--- src/rtl/nav_pkg.sv ---
// nav_pkg: speed and state encodings shared by nav_ctrl and the motor stage.
package nav_pkg;
   localparam logic [1:0] SPD_SLOW = 2'b00;
   localparam logic [1:0] SPD_MID  = 2'b01;
   localparam logic [1:0] SPD_FAST = 2'b10;
   localparam logic [1:0] SPD_STOP = 2'b11;
   localparam logic [1:0] ST_IDLE   = 2'b00;
   localparam logic [1:0] ST_CRUISE = 2'b01;
   localparam logic [1:0] ST_TURN   = 2'b10;
   localparam logic [1:0] ST_FAULT  = 2'b11;
   typedef enum logic [1:0] {
      S_IDLE   = ST_IDLE,
      S_CRUISE = ST_CRUISE,
      S_TURN   = ST_TURN,
      S_FAULT  = ST_FAULT
   } nav_state_t;
   function automatic logic [1:0] speed_of(input logic [8:0] d, input logic [8:0] near, input logic [8:0] far);
      return d < near ? SPD_SLOW : d < far ? SPD_MID : SPD_FAST;
   endfunction
endpackage

--- src/rtl/nav_ctrl_if.sv ---
// nav_ctrl_if: sensor/bumper inputs and motor-stage commands of nav_ctrl.
interface nav_ctrl_if;
   logic       enable;
   logic [8:0] dist_cm;
   logic       dist_valid;
   logic       bump_raw;
   logic [1:0] speed;
   logic       is_stuck;
   logic [1:0] state;
   modport master (output enable, dist_cm, dist_valid, bump_raw, input speed, is_stuck, state);
   modport slave  (input enable, dist_cm, dist_valid, bump_raw, output speed, is_stuck, state);
endinterface

--- src/rtl/bump_debounce.sv ---
// bump_debounce: 2-flop synchronizer plus stability counter for the bumper switch.
module bump_debounce #(
   parameter logic [19:0] DEB_CYCLES = 20'd1_000_000
) (
   input  logic clk,
   input  logic reset,
   input  logic raw,
   output logic deb
);
   logic        s1, s2;
   logic [31:0] cnt;
   // deb follows s2 only after s2 has disagreed with it for DEB_CYCLES straight cycles
   always_ff @(posedge clk or posedge reset)
      if (reset) begin
         s1  <= 1'b0;
         s2  <= 1'b0;
         cnt <= '0;
         deb <= 1'b0;
      end else begin
         s1 <= raw;
         s2 <= s1;
         if (s2 == deb) cnt <= '0;
         else if (cnt >= 32'(DEB_CYCLES) - 32'd1) begin
            deb <= s2;
            cnt <= '0;
         end else cnt <= cnt + 32'd1;
      end
endmodule

--- src/rtl/nav_ctrl.sv ---
// nav_ctrl: obstacle-avoidance FSM choosing motor speed and turn recovery
// from ultrasonic range samples, a debounced bumper and a sample watchdog.
module nav_ctrl
   import nav_pkg::*;
#(
   parameter int          CLK_HZ         = 100_000_000,
   parameter logic [8:0]  NEAR_CM        = 9'd20,
   parameter logic [8:0]  FAR_CM         = 9'd60,
   parameter logic [8:0]  STUCK_CM       = 9'd8,
   parameter int          STUCK_N        = 4,
   parameter logic [31:0] TURN_CYCLES    = 32'd50_000_000,
   parameter logic [31:0] TIMEOUT_CYCLES = 32'd10_000_000,
   parameter logic [19:0] DEB_CYCLES     = 20'd1_000_000
) (
   input logic       clk,
   input logic       reset,
   nav_ctrl_if.slave bus
);
   if (CLK_HZ <= 0) begin : g_clk_chk
      $error("CLK_HZ must be positive");
   end
   nav_state_t  st;
   logic [1:0]  spd, dspd;
   logic        stk, deb, deb_q, bump_edge;
   logic [31:0] blk_cnt, blk_nxt, wd_cnt, turn_cnt;
   bump_debounce #(.DEB_CYCLES(DEB_CYCLES)) u_deb (
      .clk   (clk),
      .reset (reset),
      .raw   (bus.bump_raw),
      .deb   (deb)
   );
   assign bump_edge = deb & ~deb_q;
   assign dspd      = speed_of(bus.dist_cm, NEAR_CM, FAR_CM);
   assign blk_nxt   = bus.dist_cm < STUCK_CM ? (blk_cnt >= 32'(STUCK_N) ? blk_cnt : blk_cnt + 32'd1) : '0;
   assign bus.speed    = spd;
   assign bus.is_stuck = stk;
   assign bus.state    = st;
   always_ff @(posedge clk or posedge reset)
      if (reset) begin
         st       <= S_IDLE;
         spd      <= SPD_STOP;
         stk      <= 1'b0;
         blk_cnt  <= '0;
         wd_cnt   <= '0;
         turn_cnt <= '0;
         deb_q    <= 1'b0;
      end else begin
         deb_q <= deb;
         if (!bus.enable) begin
            st       <= S_IDLE;
            spd      <= SPD_STOP;
            stk      <= 1'b0;
            blk_cnt  <= '0;
            wd_cnt   <= '0;
            turn_cnt <= '0;
         end else case (st)
            S_IDLE: begin
               st  <= S_CRUISE;
               spd <= SPD_SLOW;
            end
            S_CRUISE:
               // a bump edge wins over a sample arriving in the same cycle
               if (bump_edge || (bus.dist_valid && blk_nxt >= 32'(STUCK_N))) begin
                  st       <= S_TURN;
                  spd      <= SPD_SLOW;
                  stk      <= 1'b1;
                  blk_cnt  <= '0;
                  wd_cnt   <= '0;
                  turn_cnt <= '0;
               end else if (bus.dist_valid) begin
                  spd     <= dspd;
                  blk_cnt <= blk_nxt;
                  wd_cnt  <= '0;
               end else if (wd_cnt >= TIMEOUT_CYCLES - 32'd1) begin
                  st     <= S_FAULT;
                  spd    <= SPD_STOP;
                  wd_cnt <= '0;
               end else wd_cnt <= wd_cnt + 32'd1;
            S_TURN:
               if (turn_cnt >= TURN_CYCLES - 32'd1) begin
                  st       <= S_CRUISE;
                  stk      <= 1'b0;
                  turn_cnt <= '0;
               end else turn_cnt <= turn_cnt + 32'd1;
            S_FAULT:
               if (bus.dist_valid) begin
                  st  <= S_CRUISE;
                  spd <= dspd;
               end
            default: st <= S_IDLE;
         endcase
      end
endmodule

--- src/flat_wrapper.sv ---
// flat-port wrapper written by rule: the top's interface ports become plain ports
module nav_ctrl_flat import nav_pkg::*;
#(
   parameter int          CLK_HZ         = 100_000_000,
   parameter logic [8:0]  NEAR_CM        = 9'd20,
   parameter logic [8:0]  FAR_CM         = 9'd60,
   parameter logic [8:0]  STUCK_CM       = 9'd8,
   parameter int          STUCK_N        = 4,
   parameter logic [31:0] TURN_CYCLES    = 32'd50_000_000,
   parameter logic [31:0] TIMEOUT_CYCLES = 32'd10_000_000,
   parameter logic [19:0] DEB_CYCLES     = 20'd1_000_000
)
  (clk, reset, bus_enable, bus_dist_cm, bus_dist_valid, bus_bump_raw, bus_speed, bus_is_stuck, bus_state);
  nav_ctrl_if bus_i ();
  input logic clk;
  input logic reset;
  input wire logic [$bits(bus_i.enable)-1:0] bus_enable;
  input wire logic [$bits(bus_i.dist_cm)-1:0] bus_dist_cm;
  input wire logic [$bits(bus_i.dist_valid)-1:0] bus_dist_valid;
  input wire logic [$bits(bus_i.bump_raw)-1:0] bus_bump_raw;
  output wire logic [$bits(bus_i.speed)-1:0] bus_speed;
  output wire logic [$bits(bus_i.is_stuck)-1:0] bus_is_stuck;
  output wire logic [$bits(bus_i.state)-1:0] bus_state;
  assign bus_i.enable = bus_enable;
  assign bus_i.dist_cm = bus_dist_cm;
  assign bus_i.dist_valid = bus_dist_valid;
  assign bus_i.bump_raw = bus_bump_raw;
  assign bus_speed = bus_i.speed;
  assign bus_is_stuck = bus_i.is_stuck;
  assign bus_state = bus_i.state;
  nav_ctrl #(.CLK_HZ(CLK_HZ), .NEAR_CM(NEAR_CM), .FAR_CM(FAR_CM), .STUCK_CM(STUCK_CM), .STUCK_N(STUCK_N), .TURN_CYCLES(TURN_CYCLES), .TIMEOUT_CYCLES(TIMEOUT_CYCLES), .DEB_CYCLES(DEB_CYCLES)) u_core (.clk(clk), .reset(reset), .bus(bus_i));
endmodule
--- config.mk ---
export PLATFORM = sky130hd
export DESIGN_NAME = nav_ctrl_flat
export DESIGN_NICKNAME = d
export VERILOG_FILES = /design/src/rtl/nav_pkg.sv /design/src/rtl/nav_ctrl_if.sv /design/src/rtl/bump_debounce.sv /design/src/rtl/nav_ctrl.sv /design/src/flat_wrapper.sv
export SDC_FILE = /design/constraint.sdc
export NUM_CORES = 1
export LEC_CHECK = 0
export ABC_AREA = 1
export BUFFER_PORTS_ARGS = -buffer_cell sky130_fd_sc_hd__buf_2
export CAP_MARGIN = 25
export CORE_MARGIN = 1.5
export CORE_UTILIZATION = 26
export DETAILED_ROUTE_END_ITERATION = 7
export SLEW_MARGIN = 20
export SYNTH_ARGS = -nofsm -noshare
export SYNTH_HDL_FRONTEND = slang
export SYNTH_SLANG_ARGS = --single-unit
--- constraint.sdc ---
create_clock -name clk -period 7 [get_ports clk]
set_clock_uncertainty 0.1 [all_clocks]
set_input_delay 0.35 -clock clk [delete_from_list [all_inputs] [get_ports clk]]
set_output_delay 0.35 -clock clk [all_outputs]
set_load 0.01 [all_outputs]
# [Word level (Yosys, flattened, before mapping)]
# Index checks and enable logic that the tools add are counted.
[word_totals] register_bits=137 latch_bits=0 mem_bits_rw=0 rom_bits=0 input_bits=14 out_inout_bits=5 wordCells=84 mem_count=0
[classes] n_addsub=4 mul=0 n_div=0 n_lt_le_gt_ge=8 n_eq_ne=14 n_shift=0 muxes=35 bitwise=3 n_reduce_logical=9
[op_table] op="two-way mux 32 bit" n=16
[op_table] op="adder 32 x 1 -> 32 bit, second input constant" n=4
[op_table] op=">= comparator 32 x 3 -> 1 bit, second input constant" n=2
[op_table] op="case mux 32 bit (2 select lines)" n=1
[op_table] op=">= comparator 32 x 20 -> 1 bit, second input constant" n=1
[op_table] op=">= comparator 32 x 24 -> 1 bit, second input constant" n=1
[op_table] op=">= comparator 32 x 26 -> 1 bit, second input constant" n=1
[op_table] op="two-way mux 2 bit" n=12
[op_table] op="< comparator 9 x 4 -> 1 bit, second input constant" n=1
[op_table] op="< comparator 9 x 5 -> 1 bit, second input constant" n=1
[op_table] op="< comparator 9 x 6 -> 1 bit, second input constant" n=1
[op_table] op="case mux 2 bit (4 select lines)" n=1
[op_table] op="inequality test 3 x 1 -> 1 bit, second input constant" n=2
[op_table] op="inequality test 3 x 2 -> 1 bit, second input constant" n=2
[op_table] op="case mux 2 bit (3 select lines)" n=1
[op_table] op="AND reduction 2 bit" n=3
[op_table] op="AND reduction 3 bit" n=2
[op_table] op="inequality test 5 x 3 -> 1 bit, second input constant" n=1
[op_table] op="== test 2 bit, second input constant" n=2
[op_table] op="inequality test 4 x 1 -> 1 bit, second input constant" n=1
[op_table] op="inequality test 4 x 2 -> 1 bit, second input constant" n=1
[op_table] op="inequality test 4 x 3 -> 1 bit, second input constant" n=1
[op_table] op="AND reduction 4 bit" n=1
[op_table] op="two-way mux 1 bit" n=3
[op_table] op="other kinds (10)" n=11

# [Logic depth before layout (Yosys ltp)]
# Gate-level depths: netlist (run 1).
[depth] ltp_word=9 ltp_mapped=16 mapped_depth_nobuf=14

# [Cells and area by module]
# From an unflattened synthesis (run 1), not the netlist that was laid out.
[hier_totals] cells_unflattened=915 hier_area_um2=7269.5
[modules_own_cells] module="nav_ctrl" n_inst=1 cells_per_inst=735 area_each_um2=5676.7 seq_area_each_um2=2555.0
[modules_own_cells] module="bump_debounce" n_inst=1 cells_per_inst=180 area_each_um2=1592.8 seq_area_each_um2=875.8

# [Worst setup path before layout (run 1)]
# Ideal clock, no wire load.
[synth_path] kind="register -> register" start="register u_core.turn_cnt[0]" end="register u_core.turn_cnt[13]" setup_time_ps=119 arrival_time_ps=1835 required_ps=6781 path_slack_ps=4946 stages_incl_launch_ff=13 n_path_buf=2 period_less_slack_ps=2054 path_cell_list="dfrtp_1 > ha_1 > nand3_2 > nor2_1 > nand2_1 > nand4_1 > nand2_1 > o21a_1 > buf_2 > buf_2 > nor3b_1 > nand4_1 > nand2_1"
[synth_between] elab_chain_len=4 word_cells_on_any_way=5 cone_classes="1 x add/sub; 1 x order compare; 3 x mux"
[synth_rtl] item="start: declaration" line_no="nav_ctrl.sv:25" source="logic [31:0] blk_cnt, blk_nxt, wd_cnt, turn_cnt;"
[synth_rtl] item="start signal: assignment" line_no="nav_ctrl.sv:84" source="end else turn_cnt <= turn_cnt + 32'd1;"
[synth_rtl] item="adder 32 x 1 -> 32 bit or >= comparator 32 x 26 -> 1 bit (tied branches)" line_no="nav_ctrl.sv:84, nav_ctrl.sv:80"
[synth_rtl] item="two-way mux 32 bit *" line_no="nav_ctrl.sv:80" source="if (turn_cnt >= TURN_CYCLES - 32'd1) begin"
[synth_rtl] item="case mux 32 bit (2 select lines) *" line_no="nav_ctrl.sv:56" source="end else case (st)"
[synth_rtl] item="two-way mux 32 bit *" line_no="nav_ctrl.sv:49" source="if (!bus.enable) begin"
# Mark *: on every way between the ends. The rest lies on a longest branch, timed or not.
# A chain may end at the register's enable or synchronous reset.

# [Final worst setup path (run 1)]
[layout_path] start="input port bus_enable" end="register u_core.spd[1] (netlist: u_core.bus.speed[1])"
[layout_between] elab_chain_len=2 word_cells_on_any_way=5 cone_classes="3 x eq/ne; 1 x mux; 1 x reduce/logical"
[layout_rtl] item="start: declaration" line_no="flat_wrapper.sv:17" source="input wire logic [$bits(bus_i.enable)-1:0] bus_enable;"
[layout_rtl] item="inequality test 5 x 3 -> 1 bit (no line) (tied with other cells)"
[layout_rtl] item="AND reduction 3 bit (no line)"
[layout_rtl] item="end signal: assignment" line_no="nav_ctrl.sv:71" source="spd <= dspd;"
[layout_rtl] item="end signal: assignment" line_no="nav_ctrl.sv:88" source="spd <= dspd;"
[layout_rtl] item="end: declaration" line_no="nav_ctrl.sv:23" source="logic [1:0] spd, dspd;"
# Parallel ways exist; a longest one is shown, timed or not.

==> results of run 1 <==
-- what timing repair did --
action / CTS / global route
endpoints found under the hold margin: 4 / 0
hold buffers: 2 / 0
endpoints found under the setup margin: 0 / 0
-- area by class of cell --
cell class / count / area [µm²]
Clock buffer: 25 / 505
Inverter: 139 / 527
Timing Repair Buffer: 20 / 115
Clock inverter: 6 / 63.8
Fill cell: 2995 / 19300
Tap cell: 378 / 473
Multi-Input combinational cell: 640 / 3240
Sequential cell: 137 / 3430
-- how the worst max path moves through the flow --
stage | endpoint | startpoint
final | u_core.bus.speed[1] | bus_enable
after global routing | u_core.bus.speed[1] | bus_enable
after detailed placement | u_core.bus.speed[1] | bus_enable
after global placement | u_core.bus.speed[0] | bus_enable
after CTS | u_core.bus.speed[1] | bus_enable
after floorplan | u_core.blk_cnt[0] | reset
-- cells in the mapped netlist, types with 5 or more instances --
cell      number  area share [%]
a21oi_1       11            0.76
buf_2          7            0.48
clkbuf_1      12            0.62
dfrtp_1      135              46
ha_1           8             1.4
inv_1        132             6.8
nand2_1      187             9.6
nand2_2        5            0.43
nand3_1       49             3.4
nand3b_1      10             1.0
nand4_1       29             2.5
nor2_1       136             7.0
nor2_2         7            0.60
nor3_1        37             2.5
nor3b_1       10             1.0
nor4_1        18             1.5
o21ai_0       35             2.4
o21ai_2        7            0.84
o22ai_1       14             1.2
xnor2_1        5            0.60
xor2_1        29             3.5
-- metrics by stage --
stage / setup slack (ns) / hold slack (ns) / power, µW / area, µm²
3_3_place_gp: 2.69 / 0.237 / 1050 / 7770
4_1_cts: 3.05 / 0.127 / 1930 / 8360
5_1_grt: 2.67 / 0.148 / 1990 / 8360
6_report: 3.16 / 0.135 / 1900 / 8360
3_5_place_dp: 2.62 / 0.238 / 1050 / 7770
2_1_floorplan: 2.89 / 0.231 / 1000 / 7320
-- placed cells by master (no fill, tap or decap), types with 18 or more instances in the layout --
master / n
nand3_1: 49
o21ai_0: 35
nor3_1: 37
nand2_1: 187
nor4_1: 18
nand4_1: 29
xor2_1: 29
inv_1: 131
dfrtp_1: 135
nor2_1: 135
-- sequential cells by signal, summed over array words and instances (netlist names) --
name,cells
u_core.u_deb.s1,1
u_core.wd_cnt,32
u_core.bus.state,2
u_core.bus.is_stuck,1
u_core.deb_q,1
u_core.turn_cnt,32
u_core.blk_cnt,32
u_core.u_deb.cnt,32
u_core.bus.speed,2
u_core.u_deb.s2,1
u_core.u_deb.deb,1
-- power groups by stage --
stage | Clock, µW | Combinational (µW) | Sequential [µW]
CTS | 892 | 210 | 827
finish | 867 | 202 | 827
detailed placement | 0 | 207 | 841
global route | 924 | 232 | 829
floorplan | 0 | 158 | 843
global placement | 0 | 206 | 840
-- layer usage --
metal	share of wire, %	vias to the layer above
li1	-	3037
met1	48	2810
met2	47	87
met3	3.0	25
met4	2.0	0
met5	0	-
-- worst min-delay path, cell delays in order --
cell     delay (ns)
buf_2          0.13
nand2_1        0.06
nand2_1        0.06
a21oi_1        0.06
-- logic make-up after synthesis --
kind of cell / synth area share [%]
buffers and inverters: 8.89
and+or+nand+nor: 30.9
xor gates and xnor gates: 4.09
DFF: 47.2
AOI/OAI and AO/OA: 7.55
adders and majority gates: 1.38
other: 0.0515
==> flow_metrics.tcl, run 1 <==
set metrics [dict create \
    place_inst 1312 \
    setup_tns_ns 0 \
    end_kind "register" \
    p_int_uw 1390 \
    clk_path_buf_depth 2 \
    maxCapViolCount 0 \
    first_global_vias 5973 \
    ir_drop_mv 0.156 \
    cp.arrival_ns 4.09 \
    status "complete, no violations" \
    antenna_cells 0 \
    ys_seq_area_share_pct 47.2 \
    core_um2 27600 \
    hp-start "bus_dist_valid" \
    drive_gt1_share_pct 8.58 \
    rsz0062_at_grt "false" \
    row_count 61 \
    synth-async-reset-ratio_pct 100 \
    nets 977 \
    ys_warn_count 0 \
    area_growth_pct 14.9 \
    cp.depth 9 \
    portBuffers 16 \
    detail-route-antenna-nets 0 \
    fp.dieArea_um2 29000 \
    crit_buf_inv 4 \
    clkSinkCount 137 \
    critical_path.slowest_cell "nor2_1" \
    r2r_start "u_core.bus.state[1]" \
    grt_pass1_wl_um 27600 \
    io_pins 19 \
    drt_wl_total_um 15700 \
    ys_seq_elements 137 \
    gp_congestion 0.917 \
    clock_latency_ns 0.42 \
    finalCriticalPeriod_ns 3.84 \
    holdPathStages 4 \
    layoutNonFillerInstCount 1345 \
    ys_types 48 \
    use_met3_pct 1.86 \
    required_ns 7.25 \
    worst_pin_slew_ns 0.987 \
    antenna_found_initial 0 \
    switching_share_pct 26.7 \
    setup_viol 0 \
    r2r_slack_ns 3.44 \
    p_sw_uw 507 \
    clock_power_share_pct 45.7 \
    fin_crit_sh_pct 54.9 \
    worstHoldEndpoint "u_core.bus.speed[0]" \
    initial_core_util_pct 26.3 \
    vias 5959 \
    grt-ovfl-total 0 \
    drv_slew 0 \
    r2r-end "u_core.bus.speed[1]" \
    hold_viol 0 \
    hp-class "in -> reg" \
    die_h_um 170 \
    critPathTopFamily "simple AND/OR/NAND/NOR gates" \
    dp_hpwl_um 10800 \
    postCtsSetupBuffers 0 \
    rr_worst_depth 9 \
    cp-start-kind "input port" \
    powerDensity_nw_per_um2 227 \
    ctsRootBufferMaster "clkbuf_16" \
    ctsResizeCount 0 \
    fp.dieW_um 170 \
    cts_tree "built" \
    fin_util_pct 30.2 \
    cts-htree-levels 4 \
    leakagePower_uw 0.00359 \
    crit_type "in -> reg" \
    use_met1_pct 14.6 \
    slowest_delay_ns 0.95 \
    vias_per_cell 4.43 \
    grt_max_degree 84 \
    slew_headroom_pct 34.2 \
    power_frac_comb_pct 10.7 \
    grtUsageTotal_pct 11.6 \
    wl_per_cell_um 11.6 \
    syn_avg_cell_area_um2 7.83 \
    route.detailed.drc 0 \
    first_iter_violations 405 \
    synthFlopType "dfrtp_1" \
    syn_area_um2 7280 \
    p_seq_share_pct 43.6 \
    cp_max_fo 23 \
    met2_usage_pct 19.8 \
    cts_buffers 17 \
    fmax_ghz 0.260 \
    cts.clk_slew.worst_paths_ns 0.06 \
    synth_edf_count 0 \
    firstDrtPassIters 5 \
    top_usage_layer "met2" \
    syn_inst 929 \
    path_cells "buf_2 > clkinv_1 > nor2_1 > inv_1 > nand4_1 > nand2_1 > inv_1 > nor2_1 > a21oi_1" \
]
Power figures use the tool's default switching activity.
==> inputs of run 2 (changes only) <==
Settings changed: ABC_AREA 1 to 0.
Clock period 7 ns to 3.8 ns, I/O delays scaled along.
==> flow_metrics.tcl, run 2 <==
set metrics [dict create \
    ir_drop_mv 0.309 \
    vias 4620 \
    ys_types 56 \
    slew_headroom_pct 45.2 \
    ys_warn_count 0 \
    nets 683 \
    clk_path_buf_depth 2 \
    cts-htree-levels 4 \
    num-fill-cells 2452 \
    drv_slew 0 \
    power_uw 3700 \
    die_h_um 158 \
    grt_pass1_wl_um 22000 \
    power_frac_comb_pct 14.4 \
    layout_common_cells "dfrtp_1, nor2_1, nand2_1, and2_1, nand3_1" \
    ys_seq_area_share_pct 54.9 \
    setup_tns_ns 0 \
    cp-start-kind "register" \
    rsz0062_at_grt "false" \
    layout_commonest_cell "dfrtp_1" \
    gp_congestion 0.762 \
    wl_per_cell_um 12.7 \
    io_pins 19 \
    crit_type "reg -> reg" \
    switching_share_pct 27.8 \
    ys_seq_elements 137 \
    antenna_cells 0 \
    cts.clk_slew.worst_paths_ns 0.06 \
    postCtsSetupBuffers 0 \
    drt_wl_total_um 12600 \
    r2r_slack_ns 0.74 \
    initial_core_util_pct 26.5 \
    p_int_uw 2670 \
    antenna_found_initial 0 \
    clkSinkCount 137 \
    r2r-end "u_core.turn_cnt[4]" \
    clock_power_share_pct 43.8 \
    syn_avg_cell_area_um2 10.1 \
    cts_tree "built" \
    route.detailed.drc 0 \
    core_um2 23500 \
    hp-class "in -> reg" \
    area_growth_pct 19.3 \
    cp.arrival_ns 3.26 \
    worstHoldEndpoint "u_core.blk_cnt[0]" \
    first_global_vias 4487 \
    powerDensity_nw_per_um2 497 \
    fin_crit_sh_pct 80.4 \
    end_kind "register" \
    drive_gt1_share_pct 10.4 \
    finalCriticalPeriod_ns 3.06 \
    crit_start "u_core.bus.state[0]" \
    grtUsageTotal_pct 11.1 \
    fmax_ghz 0.327 \
    cts_buffers 17 \
    synth_top_area_cell "dfrtp_1" \
    worst_pin_slew_ns 0.820 \
    yosys-top-cells-count "dfrtp_1, nor2_1, nand2_1, and2_1, nand3_1" \
    fp.dieW_um 158 \
    firstDrtPassIters 4 \
    synthFlopType "dfrtp_1" \
    rr_worst_depth 8 \
    hp-start "bus_dist_cm[4]" \
    synth-async-reset-ratio_pct 100 \
    setup_viol 0 \
    status "complete, no violations" \
    hold_viol 0 \
    synth_edf_count 0 \
    maxCapViolCount 0 \
    yosysMostFrequentCell "dfrtp_1" \
    fp.dieArea_um2 25000 \
    grt-ovfl-total 0 \
    r2r_start "u_core.bus.state[0]" \
    clock_latency_ns 0.42 \
    vias_per_cell 4.65 \
    portBuffers 16 \
    p_seq_share_pct 41.7 \
    grt_max_degree 49 \
    p_sw_uw 1030 \
    leakagePower_uw 0.00318 \
    ctsRootBufferMaster "clkbuf_16" \
    required_ns 4.00 \
    dp_hpwl_um 8270 \
    synthTopCellsByArea "dfrtp_1, and2_1, nor2_1" \
    row_count 56 \
    syn_inst 618 \
    cp_max_fo 7 \
    yosysTopAreaCellShare_pct 54.1 \
    detail-route-antenna-nets 0 \
    first_iter_violations 292 \
    holdPathStages 5 \
    syn_area_um2 6240 \
]
-- run 2: layer usage --
layer	global-route usage, %	up-vias	part of all wire [%]
li1	-	2318	-
met1	15.3	2238	51
met2	16.7	55	46
met3	3.26	9	3.1
met4	3.47	0	0.74
met5	0	-	0
-- run 2: power groups by stage --
| stage | registers [µW] | logic (µW) | clock network [µW] |
|---|---|---|---|
| 3_5_place_dp | 1570 | 536 | 0 |
| 6_report | 1540 | 535 | 1620 |
| 5_1_grt | 1550 | 604 | 1730 |
| 4_1_cts | 1540 | 540 | 1680 |
| 2_1_floorplan | 1570 | 345 | 0 |
| 3_3_place_gp | 1570 | 530 | 0 |
-- run 2: logic make-up after synthesis --
group	count (synthesis)	share of synthesized area, %
and+or+nand+nor	294	24.2
DFF	137	54.9
AOI/OAI and AO/OA	117	12.9
buffers and inverters	32	2.00
xor gates and xnor gates	22	3.09
adders and majority gates	8	1.60
muxes	7	1.18
other	1	0.0601
-- run 2: how the worst max path moves through the flow --
stage / end / cells past startpoint
finish: u_core.turn_cnt[4] / 8
global route: u_core.turn_cnt[4] / 8
CTS: u_core.turn_cnt[4] / 8
detailed placement: u_core.turn_cnt[4] / 8
global placement: u_core.turn_cnt[4] / 8
floorplan: u_core.wd_cnt[21] / 6
-- run 2: metrics by stage --
step	utilization [%]	area (µm²)	setup WS [ns]	cells	hold slack, ns
after floorplan	-	6290	1.16	629	0.121
after global placement	28.9	6810	0.834	957	0.200
after detailed placement	28.9	6810	0.763	957	0.203
after CTS	31.6	7430	0.754	992	0.0965
after global routing	31.7	7450	0.454	993	0.128
final	31.7	7450	0.745	993	0.115
-- run 2: layout make-up --
| type | count | area [µm²] | area share, % |
|---|---|---|---|
| inverter | 12 | 48.8 | 0.655 |
| tap | 319 | 399 | 5.36 |
| clock buffer | 19 | 443 | 5.94 |
| multi-input combinational | 460 | 2730 | 36.6 |
| sequential | 137 | 3430 | 46.0 |
| clock inverter | 13 | 148 | 1.98 |
| timing repair buffer | 33 | 253 | 3.39 |
-- run 2: worst max-delay path, stage by stage (launching register included) --
cell and delay (ns):
dfrtp_1 0.43, inv_1 0.08, ha_1 0.20, nor4bb_1 0.34
nand4_1 0.21, a311oi_1 0.55, o21ai_0 0.44, buf_4 0.29
o311ai_0 0.29
-- run 2: repair_timing --
| item | CTS | global route |
|---|---|---|
| resized for setup | 0 | 0 |
| endpoints found under the hold margin | 45 | 0 |
| hold buffers | 3 | 0 |
| endpoints found under the setup margin | 0 | 0 |
